$ cat src/rtl/pipe_ctrl.sv
`default_nettype none
// ============================================================================
// Module   : pipe_ctrl
// Purpose  : Pipeline sequencing controller for the five-stage MIPS core.
//            Resolves per-stage stall requests into the stage stall vector,
//            turns memory-stage exceptions / ERET into a one-cycle flush plus
//            a registered redirect PC, masks exceptions for a drain window
//            after each redirect, and runs a sticky stall watchdog.
// Options  : PIPE_CTRL_PERF_EN adds stall-cycle and flush-count counters.
// Revision : 1.0 - initial release
// ============================================================================
module pipe_ctrl #(
   parameter logic [31:0] EXC_VECTOR    = 32'hBFC00380,
   parameter int          DRAIN_CYCLES  = 2,
   parameter int          STALL_TIMEOUT = 1023
) (
   input  logic        clk,
   input  logic        resetn,
   input  logic        stallreq_if,
   input  logic        stallreq_id,
   input  logic        stallreq_ex,
   input  logic        stallreq_mem,
   input  logic        stallreq_commit,
   input  logic        except_valid_i,
   input  logic        except_eret_i,
   input  logic [31:0] cp0_epc_i,
   output logic [5:0]  stall_o,
   output logic        flush_o,
   output logic [31:0] new_pc_o,
   output logic        new_pc_valid_o,
   output logic        stall_timeout_o
`ifdef PIPE_CTRL_PERF_EN
   ,
   output logic [31:0] perf_stall_cycles_o,
   output logic [31:0] perf_flush_count_o
`endif
);

   localparam logic [0:0]  S_RUN   = 1'b0;
   localparam logic [0:0]  S_DRAIN = 1'b1;

   localparam logic [3:0]  c_drain_load = 4'(DRAIN_CYCLES);
   localparam logic [15:0] c_timeout    = 16'(STALL_TIMEOUT);

   logic [0:0]  r_state;
   logic [0:0]  w_state_nxt;
   logic [3:0]  r_drain_cnt;
   logic [3:0]  w_drain_nxt;
   logic        w_take;
   logic [5:0]  w_stall_vec;
   logic        w_stalled;
   logic [31:0] r_new_pc;
   logic        r_new_pc_valid;
   logic [15:0] r_wd_cnt;
   logic        r_timeout;

   // State register and drain counter; reset aborts any drain in progress
   always_ff @(posedge clk) begin
      if (!resetn) begin
         r_state     <= S_RUN;
         r_drain_cnt <= 4'd0;
      end else begin
         r_state     <= w_state_nxt;
         r_drain_cnt <= w_drain_nxt;
      end
   end

   // Next state: an exception in RUN opens a drain window of DRAIN_CYCLES
   always_comb begin
      w_state_nxt = r_state;
      w_drain_nxt = r_drain_cnt;
      case (r_state)
         S_RUN: begin
            if (except_valid_i) begin
               w_state_nxt = S_DRAIN;
               w_drain_nxt = c_drain_load;
            end
         end
         S_DRAIN: begin
            w_drain_nxt = r_drain_cnt - 4'd1;
            // The last drain cycle is the one that sees count 1
            if (r_drain_cnt <= 4'd1) begin
               w_state_nxt = S_RUN;
               w_drain_nxt = 4'd0;
            end
         end
         default: begin
            w_state_nxt = S_RUN;
            w_drain_nxt = 4'd0;
         end
      endcase
   end

   // Outputs: flush only from RUN, flush overrides stalls, reset forces zeros
   always_comb begin
      w_take = resetn && (r_state == S_RUN) && except_valid_i;

      // Highest requesting stage wins; stalling stage k holds stages 0..k
      w_stall_vec = 6'b000000;
      if (stallreq_commit)   w_stall_vec = 6'b111111;
      else if (stallreq_mem) w_stall_vec = 6'b011111;
      else if (stallreq_ex)  w_stall_vec = 6'b001111;
      else if (stallreq_id)  w_stall_vec = 6'b000111;
      else if (stallreq_if)  w_stall_vec = 6'b000011;

      flush_o = w_take;
      stall_o = (resetn && !w_take) ? w_stall_vec : 6'b000000;
   end

   assign w_stalled = |stall_o;

   // Redirect register: target captured at the flush edge, valid one cycle
   always_ff @(posedge clk) begin
      if (!resetn) begin
         r_new_pc       <= 32'd0;
         r_new_pc_valid <= 1'b0;
      end else begin
         r_new_pc_valid <= w_take;
         if (w_take) begin
            r_new_pc <= except_eret_i ? cp0_epc_i : EXC_VECTOR;
         end
      end
   end

   // Watchdog: saturating run-length of stalled cycles with a sticky trip flag
   always_ff @(posedge clk) begin
      if (!resetn) begin
         r_wd_cnt  <= 16'd0;
         r_timeout <= 1'b0;
      end else if (w_stalled) begin
         if (r_wd_cnt != c_timeout) begin
            r_wd_cnt <= r_wd_cnt + 16'd1;
         end
         // Trip on the edge where the count reaches the limit
         if (r_wd_cnt >= (c_timeout - 16'd1)) begin
            r_timeout <= 1'b1;
         end
      end else begin
         r_wd_cnt <= 16'd0;
      end
   end

   assign new_pc_o        = r_new_pc;
   assign new_pc_valid_o  = r_new_pc_valid;
   assign stall_timeout_o = r_timeout;

`ifdef PIPE_CTRL_PERF_EN
   logic [31:0] r_perf_stall;
   logic [31:0] r_perf_flush;

   // Free-running performance counters, wrapping at 2^32
   always_ff @(posedge clk) begin
      if (!resetn) begin
         r_perf_stall <= 32'd0;
         r_perf_flush <= 32'd0;
      end else begin
         if (w_stalled) r_perf_stall <= r_perf_stall + 32'd1;
         if (w_take)    r_perf_flush <= r_perf_flush + 32'd1;
      end
   end

   assign perf_stall_cycles_o = r_perf_stall;
   assign perf_flush_count_o  = r_perf_flush;
`endif

endmodule
`default_nettype wire

$ cat config.mk
export PLATFORM = sky130hd
export DESIGN_NAME = pipe_ctrl
export DESIGN_NICKNAME = d
export VERILOG_FILES = /design/src/rtl/pipe_ctrl.sv
export SDC_FILE = /design/constraint.sdc
export NUM_CORES = 1
export LEC_CHECK = 0
export ABC_AREA = 1
export CORE_ASPECT_RATIO = 1.75
export CORE_MARGIN = 5
export CORE_UTILIZATION = 35
export CTS_CLUSTER_SIZE = 10
export DETAILED_ROUTE_END_ITERATION = 6
export GPL_TIMING_DRIVEN = 0
export PLACE_DENSITY = 0.64
export RECOVER_POWER = 50
export SKIP_LAST_GASP = 1
export SYNTH_ARGS = -nofsm -noshare
export SYNTH_HDL_FRONTEND = slang
export SYNTH_SLANG_ARGS = --single-unit
$ cat constraint.sdc
create_clock -name clk -period 1.8 [get_ports clk]
set_input_delay 0.36 -clock clk [delete_from_list [all_inputs] [get_ports clk]]
set_output_delay 0.36 -clock clk [all_outputs]
set_load 0.02 [all_outputs]
==> metrics.md <==
| Metric | Value |
|---|---|
| Combinational fraction of design power | between 10% and 20% |
| Die area | ~9000 sq um |
| Mean Syn Cell Area | 7.44 sq um |
| Grt ovf | 0 |
| DRT Pass-1 Iters | 4 |
| Clock latency on the worst-skew pair | 0.29 ns |
| Leading area contributor after synthesis | dfxtp_1 |
| Distinct cells, synth | 29 |
| Die span in y | approximately 120 um |
| Clock tree buffer depth | 2 |
| Fmax | ~0.59 GHz |
| Final Skew | 0.00513 ns |
| Maxcap violations | 0 |
| TritonCTS buffer count | 5 |
| Filler cells | 689 |
| Worst path max stage delay | about 0.24 ns |
| Commonest cells after routing, fill and taps aside | nand2_1 (96), clkdlybuf4s50_1 (68), dfxtp_1 (54), nand3_1 (30), nor2_1 (27) |
| Largest family of logic cells by synthesized area | simple AND/OR/NAND/NOR gates |
| Flop pwr share | between 40% and 50% |
| P per Cell Area | slightly above 800 nW/um^2 |
| Slew margin rel. | 69.3% |
| Area growth syn-to-layout | 45.2% |
| Multiplexer area fraction after synthesis | 0% |
| Drt drc | 0 |
| Net Sw Power | roughly 730 uW |
| Flop and latch count out of synthesis | 55 |
| Power, Total | around 3.0 mW |
| Routed WL per cell | about 13 um |
| Worst Path Arrival | 1.35 ns |
| Crit path kind | in2out |
| DRT iter0 DRCs | 83 |
| Final setup vio count | 0 |
| Initial Utilization | approximately a third |
| Final period util | a little over nine tenths |
| Sequential element share of the synthesized area | approximately 44% |
| # diodes | 0 |
| Gr usage total | 15.6% |
| DP HPWL | 5180 um |
| Final #Nets | roughly 480 |
| Layout cells sized above 1 | 16.0% |
| Xor/xnor share of the synthesized area | roughly 1.7% |
| Hold buffers post-CTS | 0 |
| Post-synth top area share | between 40% and 50% |
| Worst VDD drop | 0.000654 V |
| CP Capture Type | output pin |
| Adder-cell share of the synthesized area | ~2.0% |
| Simple-Gate Fraction of Synth Area | a little over a third |
| Initial antenna violation count | 0 |
| Row Count | 41 |
| Io pins | 82 |
| Port bufs | 80 |
| Synth Area in Compound Gates | a little under 8% |
| Die width | between 70 and 80 um |
| Slew Viols, Final | 0 |
| Clock slew at reported path FFs | 0.07 ns |
| Syn. warnings | 0 |
| Final Hold Viols | 0 |
| Net Sw Frac | ~25% |
| CP delay by family, top | buffers and inverters |
| Number of global-route vias before repair | around 2400 |
| Post-Syn Instances | around 340 |
| Critical Path Slowest Stage Cell | dlygate4sd2_1 |
| Critical path launch point type | input pin |
| Internal power | 2.22 mW |
| CP required | 1.44 ns |
| Vias | around 2400 |
| RePlAce Congestion | 0.843 |
| CTS tree | done |
| Status | finished clean |
| CTS sink count | 55 |
| Leak | about 1.6 nW |
| Htree depth | 2 |
| CP Buf/Inv Count | 4 |
| RSZ-0062 raised after global routing | yes |
| Core Region | just over 7000 sq um |
| Post-synth top flop | dfxtp_1 |
| First-pass GRT wire length | roughly 11000 um |
| Total Wirelength | around 6500 um |
| Tmin final | 1.71 ns |
| Critical Path, Cell by Cell | dlygate4sd2_1 > nor2_2 > nand3_4 > o21ai_4 > inv_2 > buf_4 > buf_6 |
| Fin util | roughly half |
| Async S/R FF share, synth | 0% |
| Post-Syn Area | 2510 sq um |
| Commonest non-fill, non-tap cell in the layout | nand2_1 |
| Synth area leaders | dfxtp_1 (44%), nand2_1 (14%), nand3_1 (6.2%) |
| Antenna Nets Post-Route | 0 |
| Clk root buf | clkbuf_16 |
| Hold Path Class | in2reg |
| Crit-path max FO | 4 |
| Post-synth net total | ~380 |
| Number of flops mapped to enable cells by yosys | 0 |
| Clk pwr share | a little under two fifths |
| Slew of the pin with the lowest slew margin | 0.461 ns |
| Largest net degree at the start of global routing | 17 |
| Via-to-Cell Ratio | 4.61 |
-- worst paths after layout --
kind                                  end                         start  depth (start not counted)  slack, ns
max                            stall_o[1]                   stallreq_id                          7       0.09
min          stall_timeout_o$_SDFFE_PN0P_                        resetn                          3       0.37
max reg2reg      r_wd_cnt[4]$_SDFFE_PN0P_      r_wd_cnt[0]$_SDFFE_PN0P_                          9       0.26
min reg2reg  stall_timeout_o$_SDFFE_PN0P_  stall_timeout_o$_SDFFE_PN0P_                          2       0.45
-- worst register-to-register path: stages (launching register included) --
cell and delay, ns:
dfxtp_1 0.48, ha_1 0.34, inv_2 0.07, nor2_4 0.17, nand2_2 0.09, clkinv_4 0.07
nand2_4 0.08, clkinv_4 0.07, nor2_1 0.04, nor2_2 0.07
-- state kept, by name, indices dropped and copies added, names as in the netlist --
| name | cells |
|---|---|
| new_pc_o | 32 |
| new_pc_valid_o | 1 |
| r_drain_cnt | 4 |
| r_state | 1 |
| r_wd_cnt | 16 |
| stall_timeout_o | 1 |
-- metal layers --
| metal | vias up | part of all wire (%) | global-route usage [%] |
|---|---|---|---|
| met3 | 10 | 11 | 7.84 |
| met5 | - | 0 | 0 |
| met2 | 79 | 50 | 27.2 |
| met4 | 0 | 2.7 | 6.92 |
| li1 | 1257 | - | - |
| met1 | 1039 | 37 | 14.9 |
-- cell type report --
cell class | instances | area (sq um) | area share, %
Buffer | 11 | 85.1 | 2.33
Inverter | 32 | 133 | 3.63
Multi-Input combinational cell | 239 | 1220 | 33.6
Sequential cell | 55 | 1100 | 30.2
Tap cell | 86 | 108 | 2.95
Clock inverter | 2 | 35.0 | 0.960
Timing Repair Buffer | 86 | 825 | 22.6
Clock buffer | 6 | 139 | 3.80
-- power groups by stage --
stage	clock network, mW	registers [mW]	logic, mW
floorplan	0	1.40	0.188
finish	1.13	1.32	0.507
global route	1.21	1.33	0.554
CTS	1.17	1.32	0.511
detailed placement	0	1.35	0.504
global placement	0	1.34	0.500
-- kinds of logic (layout without fill, tap and decap cells) --
group	count (synthesis)	count (layout)
compound gates	36	36
fa+ha+maj	4	4
buf+inv	44	137
simple gates	194	194
flops	55	55
xor+xnor	5	5
-- what timing repair did --
| action | 4_1_cts | 5_1_grt |
|---|---|---|
| setup buffers | 4 | 2 |
| gates resized for setup | 29 | 10 |
| setup endpoints to repair | 7 | 5 |
| pin swaps | 3 | 0 |
-- metrics by stage --
stage | area [sq um] | hold slack [ns] | worst slack, ns | instances | TNS [ns]
after floorplan | 2510 | 0.461 | 0.354 | 338 | 0
final | 3650 | 0.365 | 0.0908 | 517 | 0
after global routing | 3650 | 0.387 | -0.00770 | 517 | -0.00770
after CTS | 3640 | 0.362 | -0.248 | 516 | -0.248
after detailed placement | 3420 | 0.439 | -0.779 | 504 | -3.90
after global placement | 3420 | 0.434 | -0.753 | 504 | -3.73
-- synth_stat cells (2+ instances only) --
master,count
ha_1,4
inv_2,7
buf_4,4
nor2_2,6
clkinv_4,2
nor3_1,4
clkinv_1,2
buf_6,2
dfxtp_1,55
and2_1,2
buf_2,4
nand3_1,31
nand2_2,10
a21oi_1,9
o211ai_1,2
o21ai_0,21
clkbuf_1,2
nand4_1,4
xnor2_1,2
a31oi_1,2
nand3b_1,3
nand2_1,96
nand2_4,3
nor2_4,7
xor2_1,3
inv_1,21
nor2_1,28
Note: power is estimated with default switching activity, not from simulation.
